## config.mk

```make
export PLATFORM = sky130hd
export DESIGN_NAME = wb_slave_arbiter
export DESIGN_NICKNAME = d
export VERILOG_FILES = /design/src/rtl/wb_arb_pkg.sv /design/src/rtl/wb_addr_decode.sv /design/src/rtl/wb_slave_arbiter.sv
export SDC_FILE = /design/constraint.sdc
export NUM_CORES = 1
export LEC_CHECK = 0
export ABC_AREA = 0
export BUFFER_PORTS_ARGS = -buffer_cell sky130_fd_sc_hd__buf_2
export CORE_AREA = 3 3 151 153
export DETAILED_ROUTE_END_ITERATION = 12
export DIE_AREA = 0 0 154 156
export SLEW_MARGIN = 30
export SYNTH_ARGS = -nofsm -noshare
export SYNTH_HDL_FRONTEND = slang
export SYNTH_SLANG_ARGS = --single-unit
```

## constraint.sdc

```tcl
create_clock -name wb_clk_i -period 5 [get_ports wb_clk_i]
set_input_delay 0.5 -clock wb_clk_i [delete_from_list [all_inputs] [get_ports wb_clk_i]]
set_output_delay 0.5 -clock wb_clk_i [all_outputs]
set_load 0.05 [all_outputs]
```

## src/rtl/wb_arb_pkg.sv

```systemverilog
// rtl/wb_arb_pkg.sv - shared types, widths and helpers for the wishbone slave arbiter
package wb_arb_pkg;

  localparam int WB_ADR_W   = 32;
  localparam int WB_DAT_W   = 16;
  localparam int MAX_SLAVES = 32;
  localparam int IDX_W      = 5;

  typedef enum logic {
    ST_IDLE = 1'b0,
    ST_BUSY = 1'b1
  } arb_state_t;

  // OR-reduction encoder; only meaningful for a one-hot or all-zero input
  function automatic logic [IDX_W-1:0] onehot_to_index(input logic [MAX_SLAVES-1:0] onehot);
    logic [IDX_W-1:0] idx;
    idx = '0;
    for (int i = 0; i < MAX_SLAVES; i++) begin
      if (onehot[i]) idx = idx | IDX_W'(i);
    end
    return idx;
  endfunction

endpackage

```

## src/rtl/wb_addr_decode.sv

```systemverilog
// rtl/wb_addr_decode.sv - combinational address window decoder, lowest index wins on overlap
module wb_addr_decode
  import wb_arb_pkg::*;
#(
  parameter int                         NUM_SLAVES = 14,
  parameter logic [32*NUM_SLAVES-1:0]   SLAVE_ADDR = '0,
  parameter logic [32*NUM_SLAVES-1:0]   SLAVE_HIGH = '0
) (
  input  logic [WB_ADR_W-1:0]   adr,
  output logic [NUM_SLAVES-1:0] hit,
  output logic [IDX_W-1:0]      hit_idx,
  output logic                  miss,
  output logic [WB_ADR_W-1:0]   offset
);

  logic                  found;
  logic [MAX_SLAVES-1:0] hit_ext;

  always_comb begin
    hit    = '0;
    found  = 1'b0;
    offset = '0;
    for (int k = 0; k < NUM_SLAVES; k++) begin
      if (!found && (adr >= SLAVE_ADDR[32*k +: 32]) && (adr <= SLAVE_HIGH[32*k +: 32])) begin
        hit[k] = 1'b1;
        found  = 1'b1;
        offset = adr - SLAVE_ADDR[32*k +: 32];
      end
    end
  end

  always_comb begin
    hit_ext                 = '0;
    hit_ext[NUM_SLAVES-1:0] = hit;
  end

  assign hit_idx = onehot_to_index(hit_ext);
  assign miss    = !found;

endmodule

```

## src/rtl/wb_slave_arbiter.sv

```systemverilog
// rtl/wb_slave_arbiter.sv - single-master to N-slave wishbone decoder/bridge with timeout
module wb_slave_arbiter
  import wb_arb_pkg::*;
#(
  parameter int NUM_SLAVES = 14,
  parameter logic [32*NUM_SLAVES-1:0] SLAVE_ADDR = {
    32'h000d_0000, 32'h000c_0000, 32'h000b_0000, 32'h000a_0000, 32'h0009_0000,
    32'h0008_0000, 32'h0007_0000, 32'h0006_0000, 32'h0005_0000, 32'h0004_0000,
    32'h0003_0000, 32'h0002_0000, 32'h0001_0000, 32'h0000_0000},
  parameter logic [32*NUM_SLAVES-1:0] SLAVE_HIGH = {
    32'h000d_ffff, 32'h000c_ffff, 32'h000b_ffff, 32'h000a_ffff, 32'h0009_ffff,
    32'h0008_ffff, 32'h0007_ffff, 32'h0006_ffff, 32'h0005_ffff, 32'h0004_ffff,
    32'h0003_ffff, 32'h0002_ffff, 32'h0001_ffff, 32'h0000_ffff},
  parameter int TIMEOUT = 1024
) (
  input  logic                           wb_clk_i,
  input  logic                           wb_rst_i,
  input  logic                           wbm_cyc_i,
  input  logic                           wbm_stb_i,
  input  logic                           wbm_we_i,
  input  logic [1:0]                     wbm_sel_i,
  input  logic [WB_ADR_W-1:0]            wbm_adr_i,
  input  logic [WB_DAT_W-1:0]            wbm_dat_i,
  output logic [WB_DAT_W-1:0]            wbm_dat_o,
  output logic                           wbm_ack_o,
  output logic                           wbm_err_o,
  output logic [NUM_SLAVES-1:0]          wbs_cyc_o,
  output logic [NUM_SLAVES-1:0]          wbs_stb_o,
  output logic                           wbs_we_o,
  output logic [WB_ADR_W-1:0]            wbs_adr_o,
  output logic [WB_DAT_W-1:0]            wbs_dat_o,
  input  logic [WB_DAT_W*NUM_SLAVES-1:0] wbs_dat_i,
  input  logic [NUM_SLAVES-1:0]          wbs_ack_i
);

  localparam int CNT_W = (TIMEOUT > 2) ? $clog2(TIMEOUT) : 1;

  arb_state_t            state_q, state_d;
  logic [NUM_SLAVES-1:0] sel_d;
  logic                  we_d, ack_d, err_d;
  logic [WB_ADR_W-1:0]   adr_d;
  logic [WB_DAT_W-1:0]   wdat_d, rdat_d;
  logic [IDX_W-1:0]      idx_q, idx_d;
  logic [CNT_W-1:0]      cnt_q, cnt_d;

  logic [NUM_SLAVES-1:0] dec_hit;
  logic [IDX_W-1:0]      dec_idx;
  logic                  dec_miss;
  logic [WB_ADR_W-1:0]   dec_offset;
  logic                  sel_ack;
  logic [WB_DAT_W-1:0]   sel_rdata;
  logic                  sel_unused;

  // byte lanes are always full-word on this bus
  assign sel_unused = ^wbm_sel_i;

  wb_addr_decode #(
    .NUM_SLAVES (NUM_SLAVES),
    .SLAVE_ADDR (SLAVE_ADDR),
    .SLAVE_HIGH (SLAVE_HIGH)
  ) u_decode (
    .adr     (wbm_adr_i),
    .hit     (dec_hit),
    .hit_idx (dec_idx),
    .miss    (dec_miss),
    .offset  (dec_offset)
  );

  always_comb begin
    sel_ack   = 1'b0;
    sel_rdata = '0;
    for (int k = 0; k < NUM_SLAVES; k++) begin
      if (idx_q == IDX_W'(k)) begin
        sel_ack   = wbs_ack_i[k];
        sel_rdata = wbs_dat_i[WB_DAT_W*k +: WB_DAT_W];
      end
    end
  end

  always_comb begin
    state_d = state_q;
    sel_d   = wbs_stb_o;
    we_d    = wbs_we_o;
    adr_d   = wbs_adr_o;
    wdat_d  = wbs_dat_o;
    rdat_d  = wbm_dat_o;
    idx_d   = idx_q;
    cnt_d   = cnt_q;
    ack_d   = 1'b0;
    err_d   = 1'b0;
    case (state_q)
      ST_IDLE: begin
        if (wbm_cyc_i && wbm_stb_i) begin
          if (dec_miss) begin
            err_d = 1'b1;
          end else begin
            sel_d   = dec_hit;
            we_d    = wbm_we_i;
            adr_d   = dec_offset;
            wdat_d  = wbm_dat_i;
            idx_d   = dec_idx;
            cnt_d   = '0;
            state_d = ST_BUSY;
          end
        end
      end
      ST_BUSY: begin
        // an ack in the final timeout cycle still completes normally
        if (sel_ack) begin
          sel_d   = '0;
          ack_d   = 1'b1;
          rdat_d  = sel_rdata;
          state_d = ST_IDLE;
        end else if (cnt_q == CNT_W'(TIMEOUT - 1)) begin
          sel_d   = '0;
          err_d   = 1'b1;
          state_d = ST_IDLE;
        end else begin
          cnt_d = cnt_q + 1'b1;
        end
      end
      default: state_d = ST_IDLE;
    endcase
  end

  always_ff @(posedge wb_clk_i or negedge wb_rst_i) begin
    if (!wb_rst_i) begin
      state_q   <= ST_IDLE;
      wbs_cyc_o <= '0;
      wbs_stb_o <= '0;
      wbs_we_o  <= 1'b0;
      wbs_adr_o <= '0;
      wbs_dat_o <= '0;
      wbm_dat_o <= '0;
      wbm_ack_o <= 1'b0;
      wbm_err_o <= 1'b0;
      idx_q     <= '0;
      cnt_q     <= '0;
    end else begin
      state_q   <= state_d;
      wbs_cyc_o <= sel_d;
      wbs_stb_o <= sel_d;
      wbs_we_o  <= we_d;
      wbs_adr_o <= adr_d;
      wbs_dat_o <= wdat_d;
      wbm_dat_o <= rdat_d;
      wbm_ack_o <= ack_d;
      wbm_err_o <= err_d;
      idx_q     <= idx_d;
      cnt_q     <= cnt_d;
    end
  end

endmodule

```

# [After elaboration in Yosys (flattened, before gate mapping)]
# Index checks and enable logic that the tools add are counted.
[word_totals] input_bits=293 register_bits=97 output_inout_bits=95 wordCells=222
[op_classes] bitwise=1 eq_ne=19 n_mux=104 order_cmp=28 n_reduce_logical=46 addsub=14
[op_table] op="32-bit 2-to-1 mux" n=14
[op_table] op="16-bit 2-to-1 mux" n=14
[op_table] op="32-bit by 20-bit >= comparator with 1-bit output, second input constant" n=6
[op_table] op="32-bit by 20-bit <= comparator with 1-bit output, second input constant" n=6
[op_table] op="32-bit by 20-bit subtractor with 32-bit output, second input constant" n=6
[op_table] op="32-bit by 19-bit >= comparator with 1-bit output, second input constant" n=4
[op_table] op="32-bit by 19-bit <= comparator with 1-bit output, second input constant" n=4
[op_table] op="32-bit by 19-bit subtractor with 32-bit output, second input constant" n=4
[op_table] op="32-bit by 18-bit >= comparator with 1-bit output, second input constant" n=2
[op_table] op="32-bit by 18-bit <= comparator with 1-bit output, second input constant" n=2
[op_table] op="32-bit by 18-bit subtractor with 32-bit output, second input constant" n=2
[op_table] op="14-bit 2-to-1 mux" n=4
[op_table] op="1-bit 2-to-1 mux" n=52
[op_table] op="10-bit 2-to-1 mux" n=4
[op_table] op="32-bit by 1-bit >= comparator with 1-bit output, second input constant" n=1
[op_table] op="32-bit by 17-bit >= comparator with 1-bit output, second input constant" n=1
[op_table] op="32-bit by 16-bit <= comparator with 1-bit output, second input constant" n=1
[op_table] op="32-bit by 17-bit <= comparator with 1-bit output, second input constant" n=1
[op_table] op="32-bit by 17-bit subtractor with 32-bit output, second input constant" n=1
[op_table] op="5-bit by 4-bit == test with 1-bit output, second input constant" n=6
[op_table] op="1-bit logical AND" n=28
[op_table] op="14-bit case mux with 2 select lines" n=1
[op_table] op="4-bit 2-to-1 mux" n=6
[op_table] op="5-bit by 3-bit == test with 1-bit output, second input constant" n=4
[op_table] op="17 further kinds" n=38

# [Logic depth before layout (Yosys ltp)]
[depth] depth_word=58 ltp_mapped=15

# [Modules after synthesis]
# From an unflattened synthesis, not the netlist that was laid out.
[hier_totals] cells_unflattened=1121 area_unflattened_um2=8409.3
[by_module_without_submodules] mod="wb_slave_arbiter" area_per_inst_um2=6413.7 cells_per_inst=809 instances=1
[by_module_without_submodules] mod="wb_addr_decode" area_per_inst_um2=1995.7 cells_per_inst=312 instances=1

# [Worst setup path after synthesis]
# No wires, ideal clock.
[synth_timing] path_type="input-to-reg" from="in wbm_adr_i[17]" to="reg wbs_adr_o[19]" t_arrival_ns=3.272 path_slack_ns=1.599 setup_time_ns=0.129 path_stages=14 required_ns=4.871 path_cell_list="buf_2 -> inv_1 -> ha_1 -> buf_2 -> inv_2 -> a21oi_1 -> a31oi_2 -> a21oi_1 -> or4_4 -> or2_1 -> buf_2 -> or4b_1 -> o211ai_1 -> a31oi_1"
[synth_via] elab_chain_len=56 elab_cells_between_ends=110 classes_between="add/sub (13); order compare (28); mux (28); reduce/logical (41)"
[synth_rtl] item="start: declaration" line_no="wb_slave_arbiter.sv:22" text="input logic [WB_ADR_W-1:0] wbm_adr_i,"
[synth_rtl] item="32-bit by 1-bit >= comparator with 1-bit output / 32-bit by 16-bit <= comparator with 1-bit output (equally long branches)" line_no="wb_addr_decode.sv:24" text="if (!found && (adr >= SLAVE_ADDR[32*k +: 32]) && (adr <= SLAVE_HIGH[32*k +: 32])) begin"
[synth_rtl] item="1-bit logical AND" line_no="wb_addr_decode.sv:24"
[synth_rtl] item="1-bit 2-to-1 mux" line_no="wb_addr_decode.sv:24"
[synth_rtl] item="1-bit zero test" line_no="wb_addr_decode.sv:24"
[synth_rtl] item="1-bit logical AND (2 in a row)" line_no="wb_addr_decode.sv:24"
[synth_rtl] item="1-bit 2-to-1 mux" line_no="wb_addr_decode.sv:24"
[synth_rtl] item="1-bit zero test" line_no="wb_addr_decode.sv:24"
[synth_rtl] item="1-bit logical AND (2 in a row)" line_no="wb_addr_decode.sv:24"
[synth_rtl] item="[... 36 more ...]"
[synth_rtl] item="1-bit 2-to-1 mux" line_no="wb_addr_decode.sv:24"
[synth_rtl] item="1-bit zero test" line_no="wb_addr_decode.sv:24"
[synth_rtl] item="1-bit logical AND (2 in a row)" line_no="wb_addr_decode.sv:24"
[synth_rtl] item="1-bit 2-to-1 mux" line_no="wb_addr_decode.sv:24"
[synth_rtl] item="1-bit zero test" line_no="wb_addr_decode.sv:24"
[synth_rtl] item="1-bit logical AND (2 in a row)" line_no="wb_addr_decode.sv:24"
[synth_rtl] item="1-bit 2-to-1 mux" line_no="wb_addr_decode.sv:24"
[synth_rtl] item="3-bit AND reduction (no line)"
[synth_rtl] item="end signal: assignment" line_no="wb_slave_arbiter.sv:144" text="wbs_adr_o <= adr_d;"
[synth_rtl] item="end: declaration" line_no="wb_slave_arbiter.sv:30" text="output logic [WB_ADR_W-1:0] wbs_adr_o,"
# Several ways; a longest one is shown, not always the timed one.
# A chain may end at the register's enable or synchronous reset.

# [Worst setup path in the final report]
[layout_timing] from="in wbm_adr_i[17]" to="reg wbs_adr_o[2]"
# The elaborated chain is that of the path after synthesis.

==> results.toml <==
[outcome]
status = "completed"

[placed_design]
placement.io_buffers = 385
routabilityCongestion = 0.998
detailed_place.area_sq_um = 9790
post-dp-hpwl_um = 27500

[detailed_routing]
drc = 0
vias = 9117
wire_per_inst_um = 21.5
vias_per_cell = 5.66
first_pass_iters = 6
postRouteAntennaNets = 0
drtIter0Drc = 697
totalWireLength_um = 34600

[cts]
cts-buffers-inserted = 9
worst_setup_hold_path_clk_slew_ns = 0.07
clockBufferDepth = 2
cts_post_setup_buffers_inserted = 0
clk_root_buffer_cell = "sky130_fd_sc_hd__clkbuf_16"
post_cts_resized = 0
worstSkewPairLatency_ns = 0.36
clkSinkCount = 96
clock_tree.htree_level_count = 3
tritoncts = "done"
post_cts_hold_buffer_count = 0

[finish]
area_growth_syn_to_fin_pct = 31.7
finalCoreUtilization_pct = 46.6
post-route-cell-area_sq_um = 10100
nNetsFinal = 1633
final_layout_size_suffix_gt1_share_pct = 36.0

[worst_setup_path]
cp_cell_sequence = "buf_2 -> inv_1 -> buf_4 -> ha_1 -> inv_2 -> a21oi_1 -> a31oi_2 -> a21oi_1 -> nor4_2 -> a21o_1 -> buf_4 -> nand2_1 -> nand2_1"
worst_ep_required_time_ns = 5.29
slowest_stage = "sky130_fd_sc_hd__nor4_2"
worst-setup-path-type = "in2reg"
crit_path_end_kind = "flop"
setup.reg_to_reg.worst_slack_ns = 1.45
crit_arrival_ns = 3.95
critical_path_peak_fanout = 36
cp_num_buf_inv = 5
critical-path-top-delay-family = "buffers and inverters"
crit_path_max_incr_delay_ns = 0.80
critical_path.startpoint_type = "primary input"

[die]
floorplan.initialDensity_pct = 35.4
die_w_um = 154
die_height_um = 156
design.die.area_sq_um = 24000
row_count = 54
io_pins = 388
core_footprint_sq_um = 21700

[sta]
maxSlewHeadroom_pct = 41.4
timing_worst_slew_pin_value_ns = 0.872
final.period_utilization_pct = 73.1
clock.fmax_mhz = 274
report.final.slew_viol_count = 0
period_minus_slack_ns = 3.65
setup_violations = 0
finClkSkew_ns = 0.0188
hold_viol = 0
timing.setup.tns_ns = 0
rsz0062_at_grt = "no"

[grt]
globalRouteOverflowTotal = 0
grtUsageTotal_pct = 27.6
grt_start_max_net_pins = 57
grt_pass1_wl_um = 52300
grt_antenna_before_repair = 7
first_global_vias = 8935

[job]
max_cap_violations = 0

[synth]
synth_enable_flop_cells = 0
yosysUniqueCellTypes = 84
ys.flop_type = "sky130_fd_sc_hd__dfrtp_1"
synthCells = 977
post_synthesis_instance_area_sq_um = 7680
synth_warnings = 0
postSynthNetCount = 1289
synthesis.area_per_instance_sq_um = 7.86
yosysSeqAreaShare_pct = 31.3
synth_async_reset_ratio_pct = 100
synth.ff_latch_count = 96

[power_and_ir_drop]
vdd_drop_max_uv = 147
cellPowerDensity_nw_per_um2 = 183
leakage_power_summed_over_all_cells_nw = 5.01

[min_path]
hold_class = "in2async"
==> final timing paths <==
kind                                from            end  cells after the start
max                        wbm_adr_i[17]   wbs_adr_o[2]                     13
min                             wb_rst_i  wbs_adr_o[28]                      1
max reg2reg                     idx_q[0]  wbm_dat_o[11]                      9
min reg2reg                 wbs_dat_o[6]   wbs_dat_o[6]                      2
max in group asynchronous       wb_rst_i  wbs_adr_o[23]                      2
min in group wb_clk_i       wbm_dat_i[2]   wbs_dat_o[2]                      3
==> logic make-up (layout without fill, tap and decap cells) <==
logic type / Yosys count / count (layout) / synth area share, %
AOI/OAI and AO/OA: 332 / 332 / 28.4
muxes: 27 / 27 / 5.72
other: 0 / 4 / 0
xor gates and xnor gates: 8 / 8 / 0.913
DFF: 96 / 96 / 31.3
and+or+nand+nor: 399 / 399 / 24.8
buffers and inverters: 96 / 445 / 5.83
adders and majority gates: 19 / 19 / 3.10
==> flip-flops by register name (all words and copies together), names as in the netlist <==
register / count
cnt_q: 10
idx_q: 4
state_q: 1
wbm_ack_o: 1
wbm_dat_o: 16
wbm_err_o: 1
wbs_adr_o: 32
wbs_dat_o: 16
wbs_stb_o: 14
wbs_we_o: 1
==> where the power goes <==
part | total [W] | internal, W | switching [W]
sequential | 0.000782 | 0.000779 | 0.00000300
clock | 0.000743 | 0.000400 | 0.000343
combinational | 0.000321 | 0.000147 | 0.000174
total | 0.00185 | 0.00133 | 0.000520
==> per-stage QoR <==
stage / total power (W) / std cells / hold slack (ns) / worst slack, ns
floorplan: 0.000928 / 977 / 0.204 / 1.60
global placement: 0.00111 / 1590 / 0.454 / 1.08
detailed placement: 0.00112 / 1590 / 0.457 / 1.05
CTS: 0.00187 / 1606 / 0.246 / 1.41
global route: 0.00193 / 1609 / 0.287 / 1.08
finish: 0.00185 / 1610 / 0.222 / 1.35
==> synth_stat cells, drive strengths merged (13+ instances only) <==
cell type	instances	area (sq um)
inv	21	78.8
dfrtp	96	2400
a21oi	102	514
buf	39	234
o21ai	70	350
o211ai	14	110
nor2	77	289
nand3	24	125
nand2	188	706
clkbuf	35	131
a31oi	23	156
ha	19	238
nor3	25	136
mux4	13	293
o22ai	21	131
==> layer usage <==
| metal | global-route usage [%] | up-vias | wire (um) |
|---|---|---|---|
| li1 | - | 4282 | - |
| met1 | 33.8 | 4361 | 13600 |
| met2 | 48.8 | 393 | 17500 |
| met3 | 5.88 | 73 | 2480 |
| met4 | 8.49 | 8 | 1000 |
| met5 | 0 | - | 46 |
==> cell type report <==
class / instances / area, sq um
Clock buffer: 9 / 225
Multi-Input combinational cell: 785 / 4850
Antenna cell: 4 / 10.0
Timing Repair Buffer: 407 / 2110
Inverter: 22 / 82.6
Fill cell: 2261 / 11600
Clock inverter: 7 / 85.1
Tap cell: 280 / 350
Sequential cell: 96 / 2400
==> layout by cell type, fill, tap and decap left out, drive strengths merged, types with 8 or more instances in the layout <==
cell | synthesis | final
nand3b | 8 | 8
nor2 | 77 | 77
o21ai | 70 | 70
a31oi | 23 | 23
or3 | 11 | 11
or2 | 9 | 9
nand2b | 8 | 8
nor3 | 25 | 25
clkbuf | 35 | 9
o22ai | 21 | 21
o31ai | 8 | 8
mux2i | 9 | 9
o211ai | 14 | 14
a22oi | 9 | 9
a21oi | 102 | 102
mux4 | 13 | 13
nor4 | 11 | 11
nand2 | 188 | 188
dfrtp | 96 | 96
nand4 | 8 | 8
buf | 39 | 407
ha | 19 | 19
inv | 21 | 25
nand3 | 24 | 24
Power figures use the tool's default switching activity.
